[config.mk]
export PLATFORM = sky130hd
export DESIGN_NAME = comparator_sort_ctrl
export DESIGN_NICKNAME = d
export VERILOG_FILES = /design/src/rtl/comparator_sort_pkg.sv /design/src/rtl/comparator_sort_ctrl_cmp.sv /design/src/rtl/comparator_sort_ctrl.sv
export SDC_FILE = /design/constraint.sdc
export NUM_CORES = 1
export LEC_CHECK = 0
export ABC_CLOCK_PERIOD_IN_PS = 5440
export CAP_MARGIN = 20
export CORE_MARGIN = 2
export CORE_UTILIZATION = 55
export CTS_CLUSTER_DIAMETER = 150
export CTS_CLUSTER_SIZE = 28
export DETAILED_ROUTE_END_ITERATION = 8
export MAX_ROUTING_LAYER = met4
export PLACE_DENSITY_LB_ADDON = 0.3
export SLEW_MARGIN = 5
export SYNTH_ARGS = -nofsm -noshare
export SYNTH_HDL_FRONTEND = slang
export SYNTH_SLANG_ARGS = --single-unit
[constraint.sdc]
create_clock -name clk -period 5.44 [get_ports clk]
set_input_delay 1.088 -clock clk [delete_from_list [all_inputs] [get_ports clk]]
set_output_delay 1.088 -clock clk [all_outputs]
set_load 0.01 [all_outputs]
[src/rtl/comparator_sort_pkg.sv]
// rtl/comparator_sort_pkg.sv - shared state encoding, data width and pointer sizing for the sort controller
package comparator_sort_pkg;

    localparam int DATA_W = 4;

    typedef enum logic [1:0] {
        S_LOAD = 2'd0,
        S_SORT = 2'd1,
        S_OUT  = 2'd2
    } state_t;

    // Index width for DEPTH entries, never narrower than one bit.
    function automatic int ptr_w(input int depth);
        return (depth <= 2) ? 1 : $clog2(depth);
    endfunction

endpackage

[src/rtl/comparator_sort_ctrl_cmp.sv]
// rtl/comparator_sort_ctrl_cmp.sv - unsigned 4-bit magnitude comparator shared by the sort datapath
module comparator_sort_ctrl_cmp
    import comparator_sort_pkg::*;
(
    input  logic [DATA_W-1:0] f,
    input  logic [DATA_W-1:0] s,
    output logic              gt,
    output logic              lt,
    output logic              eq
);

    assign gt = (f > s);
    assign lt = (f < s);
    assign eq = (f == s);

endmodule

[src/rtl/comparator_sort_ctrl.sv]
// rtl/comparator_sort_ctrl.sv - serial load, one-compare-per-cycle bubble sort, serial unload
// Optional: COMPARATOR_SORT_EARLY_EXIT_EN ends SORT after the first pass with no swaps.
module comparator_sort_ctrl
    import comparator_sort_pkg::*;
#(
    parameter int DEPTH = 4
) (
    input  logic              clk,
    input  logic              rst,
    input  logic              in_valid,
    input  logic [DATA_W-1:0] in_data,
    output logic              in_ready,
    output logic              out_valid,
    output logic [DATA_W-1:0] out_data,
    input  logic              out_ready,
    output logic              busy
);

    localparam int PW = ptr_w(DEPTH);
    localparam logic [PW-1:0] LAST_IDX  = PW'(DEPTH - 1);
    localparam logic [PW-1:0] LAST_PASS = PW'(DEPTH - 2);

    state_t            state;
    logic [DATA_W-1:0] entry [DEPTH];
    logic [PW-1:0]     wr_ptr;
    logic [PW-1:0]     rd_ptr;
    logic [PW-1:0]     j;
    logic [PW-1:0]     pass;
    logic              swapped;

    logic [PW-1:0]     j_next;
    logic [PW-1:0]     j_last;
    logic              cmp_gt;
    logic              cmp_lt;
    logic              cmp_eq;
    logic              swap_seen;
    logic              pass_end;
    logic              sort_done;
    logic              cmp_unused;

    comparator_sort_ctrl_cmp u_cmp (
        .f  (entry[j]),
        .s  (entry[j_next]),
        .gt (cmp_gt),
        .lt (cmp_lt),
        .eq (cmp_eq)
    );

    // lt/eq are kept on the comparator for debug probing only.
    assign cmp_unused = cmp_lt ^ cmp_eq;

    assign j_next    = j + 1'b1;
    assign j_last    = LAST_PASS - pass;
    assign swap_seen = swapped | cmp_gt;
    assign pass_end  = (j == j_last);

`ifdef COMPARATOR_SORT_EARLY_EXIT_EN
    assign sort_done = pass_end && ((pass == LAST_PASS) || !swap_seen);
`else
    assign sort_done = pass_end && (pass == LAST_PASS);
`endif

    assign in_ready  = (state == S_LOAD);
    assign busy      = (state == S_SORT);
    assign out_valid = (state == S_OUT);
    assign out_data  = (state == S_OUT) ? entry[rd_ptr] : '0;

    always_ff @(posedge clk or posedge rst) begin
        if (rst) begin
            state   <= S_LOAD;
            wr_ptr  <= '0;
            rd_ptr  <= '0;
            j       <= '0;
            pass    <= '0;
            swapped <= 1'b0;
            for (int i = 0; i < DEPTH; i++) begin
                entry[i] <= '0;
            end
        end else begin
            unique case (state)
                S_LOAD: begin
                    if (in_valid) begin
                        entry[wr_ptr] <= in_data;
                        if (wr_ptr == LAST_IDX) begin
                            wr_ptr  <= '0;
                            j       <= '0;
                            pass    <= '0;
                            swapped <= 1'b0;
                            state   <= S_SORT;
                        end else begin
                            wr_ptr <= wr_ptr + 1'b1;
                        end
                    end
                end
                S_SORT: begin
                    // Strict greater-than only, so equal keys keep their order.
                    if (cmp_gt) begin
                        entry[j]      <= entry[j_next];
                        entry[j_next] <= entry[j];
                    end
                    if (pass_end) begin
                        j       <= '0;
                        pass    <= pass + 1'b1;
                        swapped <= 1'b0;
                        if (sort_done) begin
                            pass  <= '0;
                            state <= S_OUT;
                        end
                    end else begin
                        j       <= j_next;
                        swapped <= swap_seen;
                    end
                end
                S_OUT: begin
                    if (out_ready) begin
                        if (rd_ptr == LAST_IDX) begin
                            rd_ptr <= '0;
                            state  <= S_LOAD;
                        end else begin
                            rd_ptr <= rd_ptr + 1'b1;
                        end
                    end
                end
                default: state <= S_LOAD;
            endcase
        end
    end

endmodule

==> results.sh <==
export IMPL_grt_max_degree=27
export IMPL_syn_to_final_growth_pct=9.27
export IMPL_drtIter0Drc=245
export IMPL_cts_root_buf="clkbuf_8"
export IMPL_critPathCaptureType="register"
export IMPL_die_area_mm2=0.00470
export IMPL_fmax_mhz=269
export IMPL_wirelength_mm=5.96
export IMPL_hold_path_class="register to register"
export IMPL_grt_use_total_pct=28.2
export IMPL_fin_ws_ps=1720
export IMPL_tightest_slew_ps=953
export IMPL_max_cap_violations=0
export IMPL_slew_headroom_pct=35.6
export IMPL_initial_core_util_pct=57.4
export IMPL_cts_resized=0
export IMPL_synthesis_instances=229
export IMPL_hold_violations=0
export IMPL_die_y_um=68.6
export IMPL_drive_gt1_share_pct=22.4
export IMPL_min_period_over_period_pct=68.4
export IMPL_grt_pass1_vias=1855
export IMPL_synth_seq_cells=26
export IMPL_ant_nets=0
export IMPL_synth_cell_type_count=42
export IMPL_grt_overflow=0
export IMPL_cts_sinks=26
export IMPL_async_reset_ff_share_pct=100
export IMPL_postSynthNetCount=252
export IMPL_syn_area_mm2=0.00229
export IMPL_wl_per_cell_um=20.7
export IMPL_routed_via_density=6.81
export IMPL_finalSetupTns_ps=0
export IMPL_synth_main_ff_cell="dfrtp_1"
export IMPL_post_route_min_period_ps=3720
export IMPL_h_tree_depth=1
export IMPL_slew_violations=0
export IMPL_cp_arrival_ps=3880
export IMPL_ys_warn_count=0
export IMPL_nNetsFinal=262
export IMPL_drcViolationCount=0
export IMPL_diodes=0
export IMPL_port_buffers=14
export IMPL_design_power_total_mw=1.62
export IMPL_antenna_found_initial=0
export IMPL_cp_required_ps=5600
export IMPL_grt_setup_unrepaired="false"
export IMPL_post_cts_setup_buffer_count=0
export IMPL_synth_enable_flop_cells=0
export IMPL_clk_pin_slew_worst_paths_ps=90
export IMPL_finalSetupViolCount=0
export IMPL_synth_seq_area_share_pct=28.4
export IMPL_cts_tree="yes"
export IMPL_ys_top_cells_by_area="dfrtp_1 (28%), mux2_2 (13%), ha_1 (8.2%)"
export IMPL_startpoint_type="register"
export IMPL_num_rows=23
export IMPL_hpwl_mm=4.35
export IMPL_clk_latency_ps=270
export IMPL_power_density_mw_per_mm2=647
export IMPL_cpPeakStageDelay_ps=760
export IMPL_num_vias=1955
export IMPL_core_area_mm2=0.00400
export IMPL_pin_count=15
export IMPL_synth_top_area_share_pct=28.4
export IMPL_crit_fanout=20
export IMPL_utilization_pct=62.7
export IMPL_grt_pass1_wl_mm=9.45
export IMPL_cp_slowest_cell="dfrtp_1"
export IMPL_max_vdd_ir_drop_mv=0.259
export IMPL_post_place_ws_ps=1830
export IMPL_gp_congestion=0.942
export IMPL_first_pass_iters=5
export IMPL_synth_top_cell_by_area="dfrtp_1"
export IMPL_p_leak_nw=1.08
export IMPL_critical_path_class="register to register"
export IMPL_hold_buffers=0
export IMPL_clock_skew_ps=3.33
export IMPL_synth_area_per_cell_um2=10.0
export IMPL_cts_made_buffers=3
export IMPL_clk_path_buf_depth=2
export IMPL_path_cells="inv_1 -> ha_1 -> mux4_2 -> inv_1 -> ha_1 -> nor2b_1 -> o211ai_1 -> a211oi_2 -> mux2_2"
export IMPL_status="finished clean"
export IMPL_dieWidth_um=68.6
[worst max-delay path, delay by kind of cell, from the launching register on]
family | cells | cell delay, ps
multiplexers | 2 | 990
flip-flops | 1 | 760
AO/OA/AOI/OAI | 2 | 750
adder cells (fa/ha/maj) | 2 | 610
buffers and inverters | 2 | 370
AND/OR/NAND/NOR | 1 | 120
[power breakdown]
group          switching (mW)  total [mW]  internal [mW]
Clock                  0.0614       0.111         0.0497
Sequential              0.160       0.439          0.278
Combinational           0.578        1.07          0.494
Total                   0.800        1.62          0.823
[per-stage QoR]
stage / hold WS [ps] / instance area [um^2] / cells
6_report: 565 / 2510 / 287
5_1_grt: 592 / 2510 / 287
4_1_cts: 562 / 2480 / 286
3_5_place_dp: 540 / 2440 / 283
3_3_place_gp: 533 / 2440 / 283
2_1_floorplan: 507 / 2290 / 229
[cells in the final DEF (no fill, tap or decap), drive strengths merged]
cell           synthesis  final
or3                    1      1
ha                    15     15
a211oi                 5      5
mux4                   8      8
nand4                  1      1
o21ai                 10     10
a221o                  3      3
a21oi                  3      3
mux2                  26     26
nand2                 17     17
nor4b                  1      1
a32o                   3      3
inv                   12     12
nor2                  14     14
a22oi                 13     13
nor2b                  1      1
a21o                   1      1
or4b                   4      4
and2                   5      5
dfrtp                 26     26
buf                    8      1
nand2b                 1      1
a211o                  1      1
o211ai                 2      2
nand3                 27     27
nor3b                  1      1
mux2i                  2      2
nor4bb                 3      3
and4bb                 5      5
clkdlybuf4s50          0     14
and4b                  4      4
nor3                   1      1
clkbuf                 2      3
and2b                  1      1
xor2                   2      2
[routing by layer]
metal | routed length, um | vias up | share of wire [%] | track usage (%)
met4 | 81 | 0 | 1.4 | 11.0
met3 | 471 | 12 | 7.9 | 2.11
li1 | - | 896 | - | -
met5 | 0 | - | 0 | -
met2 | 2780 | 112 | 47 | 42.2
met1 | 2630 | 935 | 44 | 39.9
[flip-flops by register name, indices dropped and copies added, names as in the netlist]
register / count
state: 2
entry: 16
wr_ptr: 2
j: 2
pass: 2
rd_ptr: 2
[path summary, 6_finish.rpt]
check                           from   endpoint  slack (ps)  cells past startpoint
min in group asynchronous        rst    pass[0]        1110                      2
min reg2reg                entry[12]  entry[12]         570                      1
max in group asynchronous        rst  entry[13]        3890                      3
min                        entry[12]  entry[12]         570                      1
max                             j[0]  entry[15]        1720                      9
max reg2reg                     j[0]  entry[15]        1720                      9
[cells by family (layout without fill, tap and decap cells)]
group	Yosys count	after routing	synth area share, %
mux	36	36	21.6
fa+ha+maj	15	15	8.18
flops	26	26	28.4
simple gates	87	87	22.4
xor+xnor	2	2	0.763
compound gates	41	41	14.1
buf+inv	22	30	4.53
[Yosys cell counts (3+ instances only)]
master / count
and4b_1: 4
a32o_1: 3
ha_1: 15
nand2_1: 17
o21ai_0: 6
o21ai_1: 3
mux2_2: 26
buf_2: 5
nor4bb_1: 3
and4bb_2: 5
mux4_2: 7
a221o_1: 3
and2_1: 5
inv_1: 11
a22oi_1: 13
dfrtp_1: 26
nor2_1: 14
a211oi_2: 5
nand3_1: 27
[area by class of cell]
| cell class | count | area (um^2) |
|---|---|---|
| Clock buffer | 3 | 41.3 |
| Tap cell | 50 | 62.6 |
| Fill cell | 322 | 1490 |
| Sequential cell | 26 | 651 |
| Multi-Input combinational cell | 181 | 1540 |
| Inverter | 12 | 45.0 |
| Timing Repair Buffer | 15 | 168 |
Note: power is estimated with default switching activity, not from simulation.
